[src/rtl/instr_fetch_aligner.sv]
// instr_fetch_aligner
//   Halfword realignment buffer between instruction fetch and decode. Aligned
//   32-bit fetch words are split into halfwords in a 4-entry circular queue.
//   One complete instruction is presented per handshake: a zero-extended
//   16-bit compressed instruction, or a 32-bit instruction that may straddle
//   two fetch words. The PC of the head instruction is tracked.
//
// Ports
//   clk_i, rst_n_i      clock (rising edge), async active-low reset
//   fetch_word_i        aligned fetch word; [15:0] at PC, [31:16] at PC+2
//   fetch_valid_i       fetch word valid
//   fetch_ready_o       aligner accepts a word this cycle (registered state only)
//   flush_i, flush_pc_i redirect: drop buffered halfwords, restart at flush_pc_i
//   instr_o             head instruction ({16'b0, hw} when compressed)
//   instr_is_c_o        head is compressed; instr_o[15:0] feeds the expander
//   instr_pc_o          PC of the head instruction
//   instr_valid_o       a complete instruction is at the head
//   instr_ready_i       decode accepts the head this cycle
module instr_fetch_aligner #(
   parameter int unsigned           XLEN     = 64,
   parameter logic [XLEN-1:0]       RESET_PC = 64'h8000_0000
) (
   input  logic            clk_i,
   input  logic            rst_n_i,
   input  logic [31:0]     fetch_word_i,
   input  logic            fetch_valid_i,
   output logic            fetch_ready_o,
   input  logic            flush_i,
   input  logic [XLEN-1:0] flush_pc_i,
   output logic [31:0]     instr_o,
   output logic            instr_is_c_o,
   output logic [XLEN-1:0] instr_pc_o,
   output logic            instr_valid_o,
   input  logic            instr_ready_i
);

   localparam int unsigned DEPTH  = 4;
   localparam int unsigned PTR_W  = 2;
   localparam int unsigned CNT_W  = 3;
   localparam int unsigned HW_W   = 16;

   typedef enum logic {
      ST_RUN  = 1'b0,
      ST_SKIP = 1'b1
   } state_e;

   logic [HW_W-1:0]  q_q [DEPTH];
   logic [HW_W-1:0]  q_d [DEPTH];
   logic [PTR_W-1:0] rd_ptr_q, rd_ptr_d;
   logic [CNT_W-1:0] count_q, count_d;
   logic [XLEN-1:0]  head_pc_q, head_pc_d;
   state_e           state_q, state_d;

   logic [HW_W-1:0]  head_hw;
   logic [HW_W-1:0]  next_hw;
   logic             head_is_c;
   logic [CNT_W-1:0] need;
   logic             push;
   logic             consume;
   logic [PTR_W-1:0] wr_ptr;

   // Head decode: the low two bits of the first halfword select the length.
   always_comb begin
      head_hw       = q_q[rd_ptr_q];
      next_hw       = q_q[rd_ptr_q + PTR_W'(1)];
      head_is_c     = (head_hw[1:0] != 2'b11);
      need          = head_is_c ? CNT_W'(1) : CNT_W'(2);
      instr_valid_o = (state_q == ST_RUN) && (count_q >= need);
      instr_is_c_o  = head_is_c;
      instr_o       = head_is_c ? {16'h0000, head_hw} : {next_hw, head_hw};
      instr_pc_o    = head_pc_q;
      fetch_ready_o = (count_q <= CNT_W'(2));
      push          = fetch_valid_i && fetch_ready_o;
      consume       = instr_valid_o && instr_ready_i;
      // A push needs count <= 2, so the low count bits give the write offset.
      wr_ptr        = rd_ptr_q + count_q[PTR_W-1:0];
   end

   // Next-state: flush overrides any push/consume in the same cycle.
   always_comb begin
      q_d       = q_q;
      rd_ptr_d  = rd_ptr_q;
      count_d   = count_q;
      head_pc_d = head_pc_q;
      state_d   = state_q;

      if (flush_i) begin
         rd_ptr_d  = '0;
         count_d   = '0;
         head_pc_d = flush_pc_i & ~XLEN'(1);
         state_d   = flush_pc_i[1] ? ST_SKIP : ST_RUN;
      end else begin
         if (consume) begin
            rd_ptr_d  = rd_ptr_q + need[PTR_W-1:0];
            head_pc_d = head_pc_q + XLEN'({need, 1'b0});
         end
         if (push) begin
            if (state_q == ST_SKIP) begin
               // Odd-halfword target: the low halfword precedes the target PC.
               q_d[wr_ptr] = fetch_word_i[31:16];
               state_d     = ST_RUN;
            end else begin
               q_d[wr_ptr]              = fetch_word_i[15:0];
               q_d[wr_ptr + PTR_W'(1)]  = fetch_word_i[31:16];
            end
         end
         count_d = count_q
                 + (push    ? ((state_q == ST_SKIP) ? CNT_W'(1) : CNT_W'(2)) : CNT_W'(0))
                 - (consume ? need : CNT_W'(0));
      end
   end

   // State registers.
   always_ff @(posedge clk_i or negedge rst_n_i) begin
      if (!rst_n_i) begin
         for (int i = 0; i < DEPTH; i++) begin
            q_q[i] <= '0;
         end
         rd_ptr_q  <= '0;
         count_q   <= '0;
         head_pc_q <= RESET_PC;
         state_q   <= ST_RUN;
      end else begin
         q_q       <= q_d;
         rd_ptr_q  <= rd_ptr_d;
         count_q   <= count_d;
         head_pc_q <= head_pc_d;
         state_q   <= state_d;
      end
   end

endmodule
[config.mk]
export PLATFORM = sky130hd
export DESIGN_NAME = instr_fetch_aligner
export DESIGN_NICKNAME = d
export VERILOG_FILES = /design/src/rtl/instr_fetch_aligner.sv
export SDC_FILE = /design/constraint.sdc
export NUM_CORES = 1
export LEC_CHECK = 0
export ABC_CLOCK_PERIOD_IN_PS = 6900
export BUFFER_PORTS_ARGS = -buffer_cell sky130_fd_sc_hd__clkbuf_2
export CAP_MARGIN = 5
export CORE_MARGIN = 4
export CORE_UTILIZATION = 55
export DETAILED_ROUTE_END_ITERATION = 8
export GPL_TIMING_DRIVEN = 0
export PLACE_DENSITY = 0.81
export SLEW_MARGIN = 0
export SYNTH_ARGS = -nofsm -noshare
export SYNTH_HDL_FRONTEND = slang
export SYNTH_SLANG_ARGS = --single-unit
export TNS_END_PERCENT = 20
[constraint.sdc]
create_clock -name clk_i -period 6.9 [get_ports clk_i]
set_clock_uncertainty 0.15 [all_clocks]
set_input_delay 0.69 -clock clk_i [delete_from_list [all_inputs] [get_ports clk_i]]
set_output_delay 0.69 -clock clk_i [all_outputs]
set_load 0.05 [all_outputs]
## Word-level counts from Yosys, hierarchy flattened

Index checks and enable logic that the tools add are counted.

- Register bits after elaboration: 134
- Input bits: 101
- Output and inout bits: 99
- Word-level logic and storage cells: 65

- $add $sub $neg: 7
- Order comparisons: 8
- Equality and inequality tests: 1
- Muxes and demuxes: 27
- Bitwise gates (word level): 6
- Reductions and logical operators: 8

Operator list:

| kind | number |
|---|---|
| bitwise mux 64 bit | 3 |
| two-way mux 64 bit | 3 |
| two-way mux 16 bit | 6 |
| adder 64 x 3 -> 64 bit | 1 |
| binary-select mux 16 bit (select 2 bit) | 2 |
| demux 16 bit (select 2 bit) | 2 |
| two-way mux 32 bit | 1 |
| greater-or-equal comparator 3 bit, second input constant | 4 |
| two-way mux 2 bit | 6 |
| inverter 2 -> 3 bit | 4 |
| < comparator 3 x 1 -> 1 bit, second input constant | 2 |
| logical AND 1 bit | 5 |
| adder 2 x 1 -> 2 bit, second input constant | 2 |
| adder 2 bit | 2 |
| nonzero test 2 bit | 2 |
| adder 3 x 2 -> 3 bit | 1 |
| greater-or-equal comparator 3 x 2 -> 1 bit | 1 |
| <= comparator 3 x 2 -> 1 bit, second input constant | 1 |
| two-way mux 1 bit | 3 |
| two-way mux 3 bit | 1 |
| subtractor 3 x 2 -> 3 bit | 1 |
| inequality test 2 bit, second input constant | 1 |
| inverter 1 bit | 2 |
| AND reduction 2 bit | 1 |

## Depth between registers and ports, before layout

- Depth after elaboration: 12
- Gate-level depth with buffers: 16
- Gate-level depth less buffers: 14

## Worst setup path before layout

No wires, ideal clock.

- Kind: register -> register
- Start: register rd_ptr_q[0]
- End: register count_q[2]
- Library setup time: 131 ps
- Data arrival time: 3966 ps
- Data required time: 6619 ps
- Path slack: 2652 ps
- Cell stages (with the launch flop): 14
- Buffers on the path: 2
- Clock period less this slack: 4248 ps
- Cell sequence: dfrtp_1 -> buf_2 -> mux4_2 -> nand2_1 -> ha_1 -> nor2b_1 -> o22ai_2 -> nand2_1 -> clkbuf_1 -> nor2_1 -> fa_1 -> fa_1 -> xnor2_1 -> nor2_1

- Word-level cells in the longest chain between the ends: 12

RTL lines:

| what | RTL line | source |
|---|---|---|
| start, declared | 49 | `logic [PTR_W-1:0] rd_ptr_q, rd_ptr_d;` |
| start signal, assigned | 125 | `rd_ptr_q <= rd_ptr_d;` |
| inverter 2 -> 3 bit (implied by the code) (*) | 64 | `head_hw = q_q[rd_ptr_q];` |
| binary-select mux 16 bit (select 2 bit) (*) | 64 |  |
| two-way mux 16 bit (implied by the code) (*) (2 in a row) | 64 |  |
| inequality test 2 bit (*) | 66 | `head_is_c = (head_hw[1:0] != 2'b11);` |
| via instr_is_c_o | 31 | `output logic instr_is_c_o,` |
| two-way mux 2 bit (*) | 67 | `need = head_is_c ? CNT_W'(1) : CNT_W'(2);` |
| greater-or-equal comparator 3 x 2 -> 1 bit | 68 | `instr_valid_o = (state_q == ST_RUN) && (count_q >= need);` |
| logical AND 1 bit | 68 |  |
| logical AND 1 bit | 74 | `consume = instr_valid_o && instr_ready_i;` |
| two-way mux 2 bit (*) | 109 | `- (consume ? need : CNT_W'(0));` |
| subtractor 3 x 2 -> 3 bit (*) | 109 |  |
| two-way mux 3 bit (*) | 87 | `if (flush_i) begin` |
| via count_d[2] | 50 | `logic [CNT_W-1:0] count_q, count_d;` |
| end signal, assigned | 126 | `count_q <= count_d;` |
| end, declared | 50 |  |

Mark *: on every way through the listed nets, which the timed path passes. The rest lies on a longest branch. The select of a mux whose other input is x is not followed.
A chain may end at the register's enable or synchronous reset.

## Final worst setup path

- Start: register rd_ptr_q[1]
- End: register q_q[49] (netlist bit)

- Word-level cells in the longest chain between the ends: 9
- Elaborated cells on any way between the ends: 18
- Those cells by class: 2 x add/sub; 4 x order compare; 8 x mux; 2 x bitwise; 2 x reduce/logical

RTL lines:

| what | RTL line | source |
|---|---|---|
| adder 2 bit (*) | 76 | `wr_ptr = rd_ptr_q + count_q[PTR_W-1:0];` |
| adder 2 x 1 -> 2 bit / inverter 2 -> 3 bit (equally long branches) | 104, 100, 103 |  |
| inverter 2 -> 3 bit (implied by the code) (tied with other cells) | 104 | `q_d[wr_ptr + PTR_W'(1)] = fetch_word_i[31:16];` |
| greater-or-equal comparator 3 bit (implied by the code) (tied with other cells) | 104 |  |
| logical AND 1 bit (implied by the code) / two-way mux 16 bit (equally long branches) | 104, 100, 103 |  |
| two-way mux 16 bit (implied by the code) / demux 16 bit (select 2 bit) (equally long branches) | 104, 100, 103 |  |
| demux 16 bit (select 2 bit) / bitwise mux 64 bit (equally long branches) | 104, 103 |  |
| bitwise mux 64 bit | 104 |  |
| two-way mux 64 bit (*) | 98 | `if (state_q == ST_SKIP) begin` |
| end signal, assigned | 124 | `q_q <= q_d;` |
| end, declared | 47 | `logic [HW_W-1:0] q_q [DEPTH];` |

Every way passes the cells marked *; elsewhere a longest branch is shown, timed or not.

==> metrics.csv <==
stage,metric,value,unit
status,status,finished clean,
clock_tree,"Reg clk slew, reported paths",0.06,ns
min_path,min-delay worst type,input port to flop,
power_and_ir_drop,Pwr Density,497,nW/um^2
place,HPWL after DPL,24300,um
die,core area,16500,um^2
power_and_ir_drop,Seq pwr share,22.1,%
layout,Area Growth Syn to Fin,20.8,%
die,DIE HEIGHT,138,um
sta,final slew viol count,0,
clock_tree,CTS tree,done,
layout,fillers,1391,
sta,final period utilization,73.2,%
critical_path,CP Capture Type,flop,
layout,register area,3330,um^2
power_and_ir_drop,total chip power,5.55,mW
sta,final setup vio count,0,
global_route,largest net degree at the start of global routing,109,
sta,final hold viol count,0,
synth,"Distinct cells, synth",62,
global_route,grt total ovfl,0,
detailed_routing,DRC violations left,0,
synth,synthesized area,9250,um^2
critical_path,worst endpoint required time,7.10,ns
clock_tree,total CTS buffers,17,
global_route,antenna violations before repair,0,
layout,most frequent cells in the layout,"clkbuf_2, nand2_1, dfrtp_1, nor2_1, clkbuf_1",
sta,Slew HR,35.7,%
layout,share of post-route cells with drive strength above 1,21.3,%
global_route,global-route wire length before repair,51900,um
clock_tree,H-tree Lvls,4,
place,placed cells,1514,
synth,"Primary FF master, synth",dfrtp_1,
layout,cell area after layout,11200,um^2
place,placed inst area,10500,um^2
layout,post-layout util,67.7,%
synth,"EDFF count, synth",0,
detailed_routing,final WL,33900,um
die,overall die width,138,um
sta,RSZ-0062 raised after global routing,false,
synth,cell taking the most area after synthesis,dfrtp_1,
clock_tree,maximum root-to-sink buffer count,2,
detailed_routing,Starting DRT DRC Count,1550,
critical_path,crit path DAT,5.25,ns
synth,asr flop ratio synth,100,%
place,worst slack at placement,1.95,ns
clock_tree,clock sinks,133,
place,RePlAce Congestion,1.00,
layout,"Cell Count, Final, Fillers Out",1547,
power_and_ir_drop,Worst VDD drop,0.000370,V
synth,Syn Nets,1217,
sta,Setup WS post-layout,1.85,ns
die,die area,19000,um^2
synth,Mapped Cells,1097,
detailed_routing,drt pass-1 iters,6,
clock_tree,clk_lat worst skew,0.42,ns
sta,final setup TNS,0,ns
power_and_ir_drop,switching share of power,51.6,%
synth,register area share after synthesis,36.0,%
detailed_routing,DR vias,10300,
synth,syn avg cell area,8.44,um^2
sta,final critical-path required period,5.05,ns
layout,antenna cells,0,
sta,hold slack final,0.318,ns
sta,Worst Tran Pin Value,0.956,ns
global_route,vias in the first global route,9501,
detailed_routing,post-detailed-route wirelength per cell,21.9,um
layout,Multi-input gate area,5470,um^2
die,Boundary Pins,200,
clock_tree,clock root buffer,clkbuf_16,
power_and_ir_drop,Leakage,4.64,nW
run,Max Cap Viol,0,
die,Initial Utilization,56.0,%
detailed_routing,DRT antenna net count,0,
critical_path,startpoint types,flop,
synth,synth warn,0,
critical_path,critical path class,flop to flop,
critical_path,reg2reg setup slack,1.85,ns
global_route,Tot GR Track Use,35.6,%
place,PortBufs,196,
power_and_ir_drop,Clock Power Share,17.7,%
critical_path,Critical Path Fanout Max,10,
sta,achievable frequency,198,MHz
layout,Final nets,1434,
synth,#FFs+latches synth,133,
power_and_ir_drop,P_sw,2.86,mW
synth,Yosys top cell area share,35.7,%
layout,"commonest non-fill, non-tap cell in the layout",clkbuf_2,
clock_tree,CTS resizes,0,
power_and_ir_drop,internal power,2.69,mW
die,Cell Rows,47,
power_and_ir_drop,combinational share of power,60.2,%
detailed_routing,vias per cell,6.68,
synth,top post-synthesis cells by area,"dfrtp_1, mux4_2, nand2_1",
-- power groups by stage --
stage / Sequential, mW / Combinational (mW) / Clock [mW]
after floorplan: 1.30 / 2.26 / 0
after global placement: 1.21 / 3.20 / 0
after detailed placement: 1.23 / 3.26 / 0
after CTS: 1.21 / 3.27 / 0.983
after global routing: 1.25 / 3.55 / 1.02
final: 1.23 / 3.34 / 0.983
-- final cells by class --
cell class,count,share of cell area (%)
Multi-Input combinational cell,855,48.9
Sequential cell,133,29.8
Timing Repair Buffer,198,9.19
Clock buffer,21,4.03
Buffer,91,3.21
Tap cell,220,2.46
Clock inverter,11,1.56
Inverter,18,0.839
-- what timing repair did --
action | 4_1_cts | 5_1_grt
endpoints found under the hold margin | 8 | 0
hold buffers | 1 | 0
setup buffers | 0 | 0
-- state kept, by name, summed over array words and instances (netlist names) --
register and flops:
rd_ptr_q 2, instr_pc_o 63, q_q 64, count_q 3, state_q 1
-- layer usage --
layer / wire length (um) / GRT usage (%) / part of all wire [%] / up-vias
met3: 4480 / 8.47 / 13 / 113
met2: 15100 / 51.7 / 44 / 840
li1: - / - / - / 4511
met1: 13100 / 51.0 / 39 / 4870
met5: 0 / 0 / 0 / -
met4: 1290 / 15.5 / 3.8 / 0
-- Yosys cell counts (2+ instances only) --
cell type and count:
or3_1 21, a2bb2oi_1 16, nand3b_1 33, xnor2_1 9, inv_1 14, nand3_1 28, nor4_1 6, clkinv_1 2
nand4_1 25, o21ai_1 33, o41ai_1 2, o21ai_0 68, nor2_1 85, clkbuf_1 81, nor3_1 4, a22oi_1 17
nand2b_1 4, and3_1 21, mux2i_1 2, nand4b_1 3, a21oi_1 68, nand3_2 2, or4_1 29, mux4_2 30
dfrtp_1 132, o211ai_1 4, xor2_1 10, and2_1 2, fa_1 3, nor2b_1 6, ha_1 16, o31a_1 4
nor4b_4 2, nand4_2 4, o31ai_1 22, buf_1 3, nand2_1 180, a31oi_1 73, and4_1 6, buf_2 5
-- path summary, 6_finish.rpt --
check,from,cells past startpoint,endpoint
setup / recovery,rd_ptr_q[1],12,q_q[49]
hold / removal,flush_pc_i[6],3,instr_pc_o[6]
setup reg to reg,rd_ptr_q[1],12,q_q[49]
hold reg to reg,q_q[11],2,q_q[11]
max in group asynchronous,rst_n_i,3,instr_pc_o[35]
min in group asynchronous,rst_n_i,2,q_q[23]
-- critical path, stage by stage, from the launching register on --
cell and delay [ns]:
dfrtp_1 0.39, buf_2 0.39, buf_2 0.41, clkbuf_1 0.51, xnor2_1 0.28, inv_1 0.17
ha_1 0.16, clkbuf_1 0.32, clkinv_1 0.38, a2111oi_2 0.77, clkbuf_1 0.78, nor2_1 0.10
a21oi_1 0.15
-- cell families (layout without fill, tap and decap cells) --
kind of cell             count (synthesis)  count (layout)  synth area share (%)
AO/OA/AOI/OAI                          314             314                  20.4
other                                    1               1                0.0405
multiplexers                            33              33                  7.64
buffers and inverters                  109             339                  4.89
adder cells (fa/ha/maj)                 19              19                  2.81
XOR/XNOR                                19              19                  1.80
flip-flops                             133             133                  36.0
AND/OR/NAND/NOR                        469             469                  26.4
Power figures use the tool's default switching activity.
